$ cat src/rtl/box_overlay.sv
// Purpose : draws bounding-box outlines from the labelling stage onto the RGB pixel stream
// Latency : fixed 2 cycles from pix_valid/pix_in to pix_valid_out/pix_out
// Backpressure: none; every input cycle (valid or idle) moves through the pipeline
//
// Ports:
//   clk, rst              pixel clock, asynchronous active-high reset
//   box_valid, box_in     box strobe and packed {x_min, x_max, y_min, y_max}
//   sof, pix_valid, pix_in start-of-frame (pixel (0,0)), pixel strobe, RGB888 pixel
//   pix_valid_out, pix_out delayed strobe and RGB888 pixel with outlines drawn
//   box_count, overflow   box count / overflow flag of the bank being displayed
module box_overlay #(
    parameter int          imwidth   = 640,
    parameter int          imheight  = 480,
    parameter int          x_bit     = $clog2(imwidth),
    parameter int          y_bit     = $clog2(imheight),
    parameter int          data_bit  = 2 * (x_bit + y_bit),
    parameter int          max_boxes = 16,
    parameter int          cnt_bit   = $clog2(max_boxes + 1),
    parameter logic [23:0] box_color = 24'hFF0000
) (
    input  logic                clk,
    input  logic                rst,
    input  logic                box_valid,
    input  logic [data_bit-1:0] box_in,
    input  logic                sof,
    input  logic                pix_valid,
    input  logic [23:0]         pix_in,
    output logic                pix_valid_out,
    output logic [23:0]         pix_out,
    output logic [cnt_bit-1:0]  box_count,
    output logic                overflow
);

    localparam int                 idx_bit = (max_boxes > 1) ? $clog2(max_boxes) : 1;
    localparam logic [x_bit-1:0]   x_last  = x_bit'(imwidth - 1);
    localparam logic [y_bit-1:0]   y_last  = y_bit'(imheight - 1);
    localparam logic [cnt_bit-1:0] cnt_max = cnt_bit'(max_boxes);

    // ------------------------------------------------------------------
    // Box capture into the write bank
    // ------------------------------------------------------------------
    logic [x_bit-1:0]   in_xmin, in_xmax;
    logic [y_bit-1:0]   in_ymin, in_ymax;
    logic               box_ok, box_acc, box_ovf, swap;
    logic               wr_sel;
    logic [cnt_bit-1:0] wr_cnt, wr_cnt_nxt;
    logic               wr_ovf, wr_ovf_nxt;

    logic [data_bit-1:0] bank [2][max_boxes];

    assign {in_xmin, in_xmax, in_ymin, in_ymax} = box_in;

    assign box_ok     = box_valid && (in_xmin <= in_xmax) && (in_ymin <= in_ymax);
    assign box_acc    = box_ok && (wr_cnt < cnt_max);
    assign box_ovf    = box_ok && (wr_cnt >= cnt_max);
    assign swap       = sof && pix_valid;
    assign wr_cnt_nxt = wr_cnt + cnt_bit'(box_acc);
    assign wr_ovf_nxt = wr_ovf | box_ovf;

    // Storage is not reset: entries at or above the bank count are never looked at.
    // A box arriving in the swap cycle lands in the retiring bank (old wr_sel),
    // which becomes the display bank on the very next cycle.
    always_ff @(posedge clk) begin
        if (box_acc) begin
            bank[wr_sel][wr_cnt[idx_bit-1:0]] <= box_in;
        end
    end

    always_ff @(posedge clk or posedge rst) begin
        if (rst) begin
            wr_sel    <= 1'b0;
            wr_cnt    <= '0;
            wr_ovf    <= 1'b0;
            box_count <= '0;
            overflow  <= 1'b0;
        end else if (swap) begin
            wr_sel    <= ~wr_sel;
            box_count <= wr_cnt_nxt;
            overflow  <= wr_ovf_nxt;
            wr_cnt    <= '0;
            wr_ovf    <= 1'b0;
        end else begin
            wr_cnt    <= wr_cnt_nxt;
            wr_ovf    <= wr_ovf_nxt;
        end
    end

    // ------------------------------------------------------------------
    // Pixel coordinate counters: (x_cnt, y_cnt) is the position of the
    // next valid pixel unless sof forces it to (0,0).
    // ------------------------------------------------------------------
    logic [x_bit-1:0] x_cnt, cur_x;
    logic [y_bit-1:0] y_cnt, cur_y;

    assign cur_x = swap ? '0 : x_cnt;
    assign cur_y = swap ? '0 : y_cnt;

    always_ff @(posedge clk or posedge rst) begin
        if (rst) begin
            x_cnt <= '0;
            y_cnt <= '0;
        end else if (pix_valid) begin
            if (cur_x == x_last) begin
                x_cnt <= '0;
                y_cnt <= (cur_y == y_last) ? '0 : cur_y + 1'b1;
            end else begin
                x_cnt <= cur_x + 1'b1;
                y_cnt <= cur_y;
            end
        end
    end

    // ------------------------------------------------------------------
    // Stage 1: register pixel and its coordinates. The swap itself is
    // already reflected in wr_sel/box_count by the time stage 2 runs.
    // ------------------------------------------------------------------
    logic             s1_vld;
    logic [23:0]      s1_pix;
    logic [x_bit-1:0] s1_x;
    logic [y_bit-1:0] s1_y;

    always_ff @(posedge clk or posedge rst) begin
        if (rst) begin
            s1_vld <= 1'b0;
            s1_pix <= '0;
            s1_x   <= '0;
            s1_y   <= '0;
        end else begin
            s1_vld <= pix_valid;
            if (pix_valid) begin
                s1_pix <= pix_in;
                s1_x   <= cur_x;
                s1_y   <= cur_y;
            end
        end
    end

    // ------------------------------------------------------------------
    // Stage 2: parallel outline test against every live display entry
    // ------------------------------------------------------------------
    logic             disp_sel;
    logic             hit;
    logic [x_bit-1:0] e_xmin, e_xmax;
    logic [y_bit-1:0] e_ymin, e_ymax;

    assign disp_sel = ~wr_sel;

    always_comb begin
        hit    = 1'b0;
        e_xmin = '0;
        e_xmax = '0;
        e_ymin = '0;
        e_ymax = '0;
        for (int i = 0; i < max_boxes; i++) begin
            {e_xmin, e_xmax, e_ymin, e_ymax} = bank[disp_sel][i];
            if (cnt_bit'(i) < box_count) begin
                if (((s1_x == e_xmin) || (s1_x == e_xmax)) &&
                    (s1_y >= e_ymin) && (s1_y <= e_ymax)) begin
                    hit = 1'b1;
                end
                if (((s1_y == e_ymin) || (s1_y == e_ymax)) &&
                    (s1_x >= e_xmin) && (s1_x <= e_xmax)) begin
                    hit = 1'b1;
                end
            end
        end
    end

    // pix_out holds across idle cycles
    always_ff @(posedge clk or posedge rst) begin
        if (rst) begin
            pix_valid_out <= 1'b0;
            pix_out       <= '0;
        end else begin
            pix_valid_out <= s1_vld;
            if (s1_vld) begin
                pix_out <= hit ? box_color : s1_pix;
            end
        end
    end

endmodule

$ cat config.mk
export PLATFORM = sky130hd
export DESIGN_NAME = box_overlay
export DESIGN_NICKNAME = d
export VERILOG_FILES = /design/src/rtl/box_overlay.sv
export SDC_FILE = /design/constraint.sdc
export NUM_CORES = 2
export LEC_CHECK = 0
export ABC_CLOCK_PERIOD_IN_PS = 4200
export CORE_MARGIN = 5
export CORE_UTILIZATION = 45
export DETAILED_ROUTE_END_ITERATION = 6
export PLACE_DENSITY = 0.68
export REMOVE_ABC_BUFFERS = 1
export SYNTH_ARGS = -nofsm -noshare
export SYNTH_HDL_FRONTEND = slang
export SYNTH_SLANG_ARGS = --single-unit
$ cat constraint.sdc
create_clock -name clk -period 4.2 [get_ports clk]
set_input_delay 0.42 -clock clk [delete_from_list [all_inputs] [get_ports clk]]
set_output_delay 0.42 -clock clk [all_outputs]
set_load 0.005 [all_outputs]
* Word level (Yosys, flattened, before mapping)
Memories as Yosys holds them, arrays and structs flattened.
Index checks and enable logic that the tools add are counted.
** Storage, ports and cells
- Bits in registers :: 101
- Memory bits (writable) :: 1216
- Input bits :: 67
- Output and inout bits :: 31
- Memories kept :: 1
** Memory list
- bank :: depth 2, bits a word 608, rd ports 1, clocked after Yosys merged registers in 0, write ports 1, RTL line 49 : logic [data_bit-1:0] bank [2][max_boxes];
** Cells by class
- Add/sub/neg operators :: 3
- Magnitude comparators :: 86
- Equal/unequal tests :: 66
- Multiplexer cells :: 60
- Bitwise logic cells :: 3
- Reduce and logical (&&, ||, !) cells :: 102
** Operator list (number)
- 608-bit two-way mux :: 1
- 10-bit equality test :: 32
- 9-bit equality test :: 32
- 10-bit <= comparator :: 17
- 10-bit >= comparator :: 16
- 9-bit <= comparator :: 17
- 38-bit demux with 4-bit select :: 1
- 9-bit >= comparator :: 16
- 1-bit logical AND :: 70
- 1-bit two-way mux :: 50
- 4-bit by 5-bit less-than comparator with 1-bit output (first input constant) :: 8
- 38-bit two-way mux :: 1
- 1-bit logical OR :: 32
- 9-bit two-way mux :: 3
- 24-bit two-way mux :: 1
- 3-bit by 5-bit less-than comparator with 1-bit output (first input constant) :: 4
- 10-bit two-way mux :: 2
- 10-bit by 1-bit adder with 10-bit output (second input constant) :: 1
- 10-bit equality test (second input constant) :: 1
- 5-bit >= comparator (second input constant) :: 2
- 1-bit by 5-bit less-than comparator with 1-bit output (first input constant) :: 2
- 2-bit by 5-bit less-than comparator with 1-bit output (first input constant) :: 2
- 9-bit by 1-bit adder with 9-bit output (second input constant) :: 1
- 9-bit equality test (second input constant) :: 1
- 7 further kinds :: 7

* Longest topological paths before layout
An unclocked memory read counts as a cell.
- Depth after elaboration :: 55
- Depth in mapped cells :: 16
- Gate-level depth less buffers :: 14

* Worst setup path before layout
Ideal clock, no wire load.
- Path type :: input to register
- Start :: input box_in[1]
- End :: memory bank[0][456] (netlist bit) (enable)
- Data arrival time :: 4074 ps
- Setup slack :: -307 ps
- Stages on the path :: 12
- Path buffers :: 1
- Cell sequence :: inv_1 > ha_1 > nor2b_1 > o21a_1 > o21a_1 > o21a_1 > o21ai_0 > a31oi_1 > nor3_2 > or3b_2 > clkbuf_1 > nor2_1
** On the way
- Longest elaborated chain between the ends :: 5
** Ends and longest elaborated chain
- start: declaration :: RTL line 24 : input logic [data_bit-1:0] box_in,
- 9-bit <= comparator :: RTL line 53 : assign box_ok = box_valid && (in_xmin <= in_xmax) && (in_ymin <= in_ymax);
- 1-bit logical AND :: RTL line 53
- 1-bit logical AND :: RTL line 54 : assign box_acc = box_ok && (wr_cnt < cnt_max);
- 1-bit two-way mux :: RTL line 64 : if (box_acc) begin
- 608-bit two-way mux (implied by the code) :: RTL line 65 : bank[wr_sel][wr_cnt[idx_bit-1:0]] <= box_in;
- end: declaration :: RTL line 49
No other way between the ends.

* Worst setup path in the final report
- Start :: register wr_sel
- End :: register pix_out[11]
** On the way
- Longest elaborated chain between the ends :: 55
- Elaborated cells between the ends (all ways) :: 275
** Ends and longest elaborated chain
- start: declaration :: RTL line 45 : logic wr_sel;
- start signal: assignment :: RTL line 77 : wr_sel <= ~wr_sel;
- 1-bit NOT (*) :: RTL line 146 : assign disp_sel = ~wr_sel;
- memory 2 x 608 bit (*)
- branches (longest 51 deep; another with 9-bit >= comparator)
- 1-bit two-way mux (*) :: RTL line 156 : if (cnt_bit'(i) < box_count) begin
- 24-bit two-way mux (*) :: RTL line 177 : pix_out <= hit ? box_color : s1_pix;
- end signal: assignment :: RTL line 177
- end: declaration :: RTL line 29 : output logic [23:0] pix_out,
Every way passes the cells marked *.
A chain may end at the register's enable or synchronous reset.

==> metrics.md <==
| Metric | Value |
|---|---|
| Synth Area in Compound Gates | 0.0655 |
| Initial Util | 0.453 |
| CTS Root Cell | clkbuf_16 |
| Most used cell, CP | buf_4 |
| Worst vdd ir | 0.307 mV |
| Fill cells | 10700 |
| Post-Route WL | 164 mm |
| Routed vias | 37100 |
| Final HPWL DP | 105 mm |
| Nets | 5163 |
| Area growth from synthesis to layout | 18.9% |
| CP Cell Sequence | buf_12 -> buf_4 -> buf_4 -> mux2i_1 -> ha_1 -> nand4_1 -> nor3_1 -> o21ai_0 -> a2111oi_0 -> a41oi_2 -> buf_4 -> nand4_1 -> or4_4 -> nor3_4 -> buf_12 -> clkbuf_16 -> a32o_2 |
| Maximum number of pins on one net before global-route repair | 67 |
| Chip width | 379 um |
| Setup crit end kind | flip-flop |
| Detail Route Antenna Nets | 0 |
| Chip height | 379 um |
| Post-synthesis adder-cell area fraction | 0.129 |
| Final Cell Area | 72900 sq um |
| Total Routing Usage GR | 0.228 |
| Post-synthesis mux area share | 0.105 |
| Simple-gate share of the synthesized area | 0.0531 |
| Register area | 39100 sq um |
| Setup CP Type | flip-flop to flip-flop |
| Hold Fails Final Rpt | 0 |
| Setup violators final | 20 |
| Vias in the first global route | 37300 |
| EDFF count, synth | 1216 |
| Worst Skew | 0.0291 ns |
| PortBufs | 97 |
| Congestion Overflow GR | 0 |
| Initial DRC count | 3211 |
| Worst setup margin | -0.0831 ns |
| Clock buffer count from CTS | 139 |
| Slowest CP cell | a2111oi_0 |
| Max-slew violations | 0 |
| Slew @ Worst Pin | 0.903 ns |
| Largest cells by area after synthesis | edfxtp_1 60%, ha_1 13%, mux2i_1 8.9% |
| Final core utilization | 0.538 |
| Initial antenna violation count | 17 |
| R2R cell count | 17 |
| Leak | 28.7 nW |
| Critical path peak fanout | 14 |
| Fmax achieved | 0.233 GHz |
| Failing checks | setup timing |
| Min Tclk post-route | 4.28 ns |
| Power Density | 497 nW/um^2 |
| Boundary pin count | 98 |
| HP Class | primary input to asynchronous set/reset pin |
| TritonRoute pass-1 iters | 5 |
| Multi-input logic area | 22200 sq um |
| Die footprint | 144000 sq um |
| Seq/Total Area, Yosys | 0.637 |
| Most common flop cell mapped by yosys | edfxtp_1 |
| Core area | 135000 sq um |
| Asr flop ratio synth | 0.0767 |
| Mean Syn Cell Area | 15.3 sq um |
| R2R Path End | pix_out[11] |
| First-pass GRT wire length | 239 mm |
| Warnings from Yosys | 0 |
| Worst slew margin | 0.383 |
| Largest family of logic cells by synthesized area | adder cells |
| Synthesized instance count | 4003 |
| Worst endpoint data arrival time | 4.93 ns |
| Wire per inst | 25.8 um |
| Clock transition at path regs | 0.06 ns |
| Synth Cell Area | 61300 sq um |
| Share of Yosys cell area claimed by the top area cell type | 0.596 |
| RD Place Congestion | 0.878 |
| H-tree depth | 4 |
| CP max stage delay | 0.79 ns |
| Period utilisation layout | 1.02 |
| # rows | 135 |
| Reg-to-reg slack, setup | -0.08 ns |
| CTS tree | built |
| Max_cap viols | 0 |
| #FFs+latches synth | 1317 |
| Vias per cell | 5.84 |
| CP Launch Type | flip-flop |
| Status | complete, but fails checks |
| Layout cells sized above 1 | 0.159 |
| Max Root-Sink Buffers | 3 |
| Post-DP Area | 67400 sq um |
| Area leader, netlist | edfxtp_1 |
| Worst-Skew Late Latency | 0.77 ns |
| Post-Synth XOR/XNOR Area | 0.000714 |
| Distinct cells, synth | 72 |
| Top cells by count, synth | 1216 x edfxtp_1, 631 x ha_1, 545 x mux2i_1 |
| Worst reg2reg path startpoint | wr_sel |
| Clock sink total | 1317 |
| Most frequent cell after synthesis | edfxtp_1 |
| DR DRC count | 0 |
| Critical Path RT | 4.85 ns |
| RSZ-0062 raised after global routing | true |
## flip-flops by register name, indices dropped and copies added (netlist names), 5 cells and up
| register | cells |
|---|---|
| bank | 1216 |
| box_count | 5 |
| pix_out | 24 |
| s1_pix | 24 |
| s1_x | 10 |
| s1_y | 9 |
| wr_cnt | 5 |
| x_cnt | 10 |
| y_cnt | 9 |
## metal layers
metal | vias to the layer above | track usage | share of wire
met5 | - | 0 | 0
li1 | 16900 | - | -
met4 | 0 | 0.0817 | 0.032
met3 | 261 | 0.0479 | 0.079
met2 | 1301 | 0.363 | 0.46
met1 | 18700 | 0.311 | 0.42
## per-stage QoR
stage	TNS, ns	instances	power (mW)	setup WS, ns	hold WS [ns]
after floorplan	-	3908	18.4	-18.50	0.451
after global placement	-16.71	6068	23.4	-0.705	0.468
after detailed placement	-16.45	6068	23.6	-0.701	0.475
after CTS	0	6344	36.1	0.000493	0.0854
after global routing	-2.86	6358	37.9	-0.136	0.153
final	-0.954	6360	36.2	-0.0831	0.107
## area by class of cell
class / count / area share
diodes: 2 / 0.0000687
clock buffers: 181 / 0.0524
clock inverters: 72 / 0.00816
inverters: 64 / 0.00333
multi-input cells: 2527 / 0.304
flip-flops and latches: 1317 / 0.536
well taps: 1781 / 0.0306
repair buffers: 416 / 0.0654
## report_power, final
part | leakage (nW) | total, mW | internal, mW | switching, mW
Sequential | 12.2 | 14.8 | 14.6 | 0.220
Clock | 2.17 | 11.9 | 6.91 | 5.02
Combinational | 14.3 | 9.47 | 4.49 | 4.98
Total | 28.7 | 36.2 | 26.0 | 10.2
## worst max-delay path: cells and delay by family, from the launching register on
kind | cells | cell delay (ns)
flip-flops | 1 | 0.52
AND/OR/NAND/NOR | 5 | 0.74
multiplexers | 1 | 0.13
adder cells (fa/ha/maj) | 1 | 0.35
AO/OA/AOI/OAI | 4 | 1.26
buffers and inverters | 6 | 1.17
## timing repair
action | 4_1_cts | 5_1_grt
resized for setup | 42 | 44
pin swaps | 7 | 26
gates cloned | 8 | 5
endpoints found under the setup margin | 24 | 24
setup buffers | 15 | 11
hold buffers | 0 | 0
## how the worst max path moves through the flow
stage	start	end	slack, ns	cells past startpoint
finish	wr_sel	pix_out[11]	-0.08	17
global route	wr_sel	pix_out[8]	-0.14	16
CTS	wr_sel	pix_out[7]	0.0005	16
detailed placement	wr_sel	pix_out[15]	-0.70	17
global placement	wr_sel	pix_out[7]	-0.70	17
floorplan	wr_sel	pix_out[0]	-18.50	11
## placed cells by master, fill, tap and decap left out, types with 11 or more instances in the layout
cell / instances
a211oi_1: 39
a21o_1: 58
a21oi_1: 170
a22o_1: 16
a31oi_1: 16
a32o_2: 12
and4_1: 11
buf_12: 81
buf_2: 12
buf_4: 207
clkbuf_1: 33
clkbuf_16: 152
clkdlybuf4s50_1: 84
clkinv_1: 23
clkinv_2: 29
dfrtp_1: 83
dfrtp_2: 17
edfxtp_1: 1216
ha_1: 630
inv_1: 59
mux2_2: 86
mux2i_1: 542
nand2_1: 145
nand2b_1: 28
nand3_1: 80
nand3b_1: 11
nand4_1: 87
nor2_1: 97
nor2_4: 33
nor2b_1: 32
nor3_1: 61
o211ai_1: 16
o21a_1: 21
o21ai_0: 133
o21bai_1: 11
## logic make-up after synthesis
group	after synthesis
adders and majority gates	631
xor gates and xnor gates	5
DFF	1317
and+or+nand+nor	644
AOI/OAI and AO/OA	615
muxes	632
buffers and inverters	159
No activity file was read; power rests on OpenSTA's default activity.
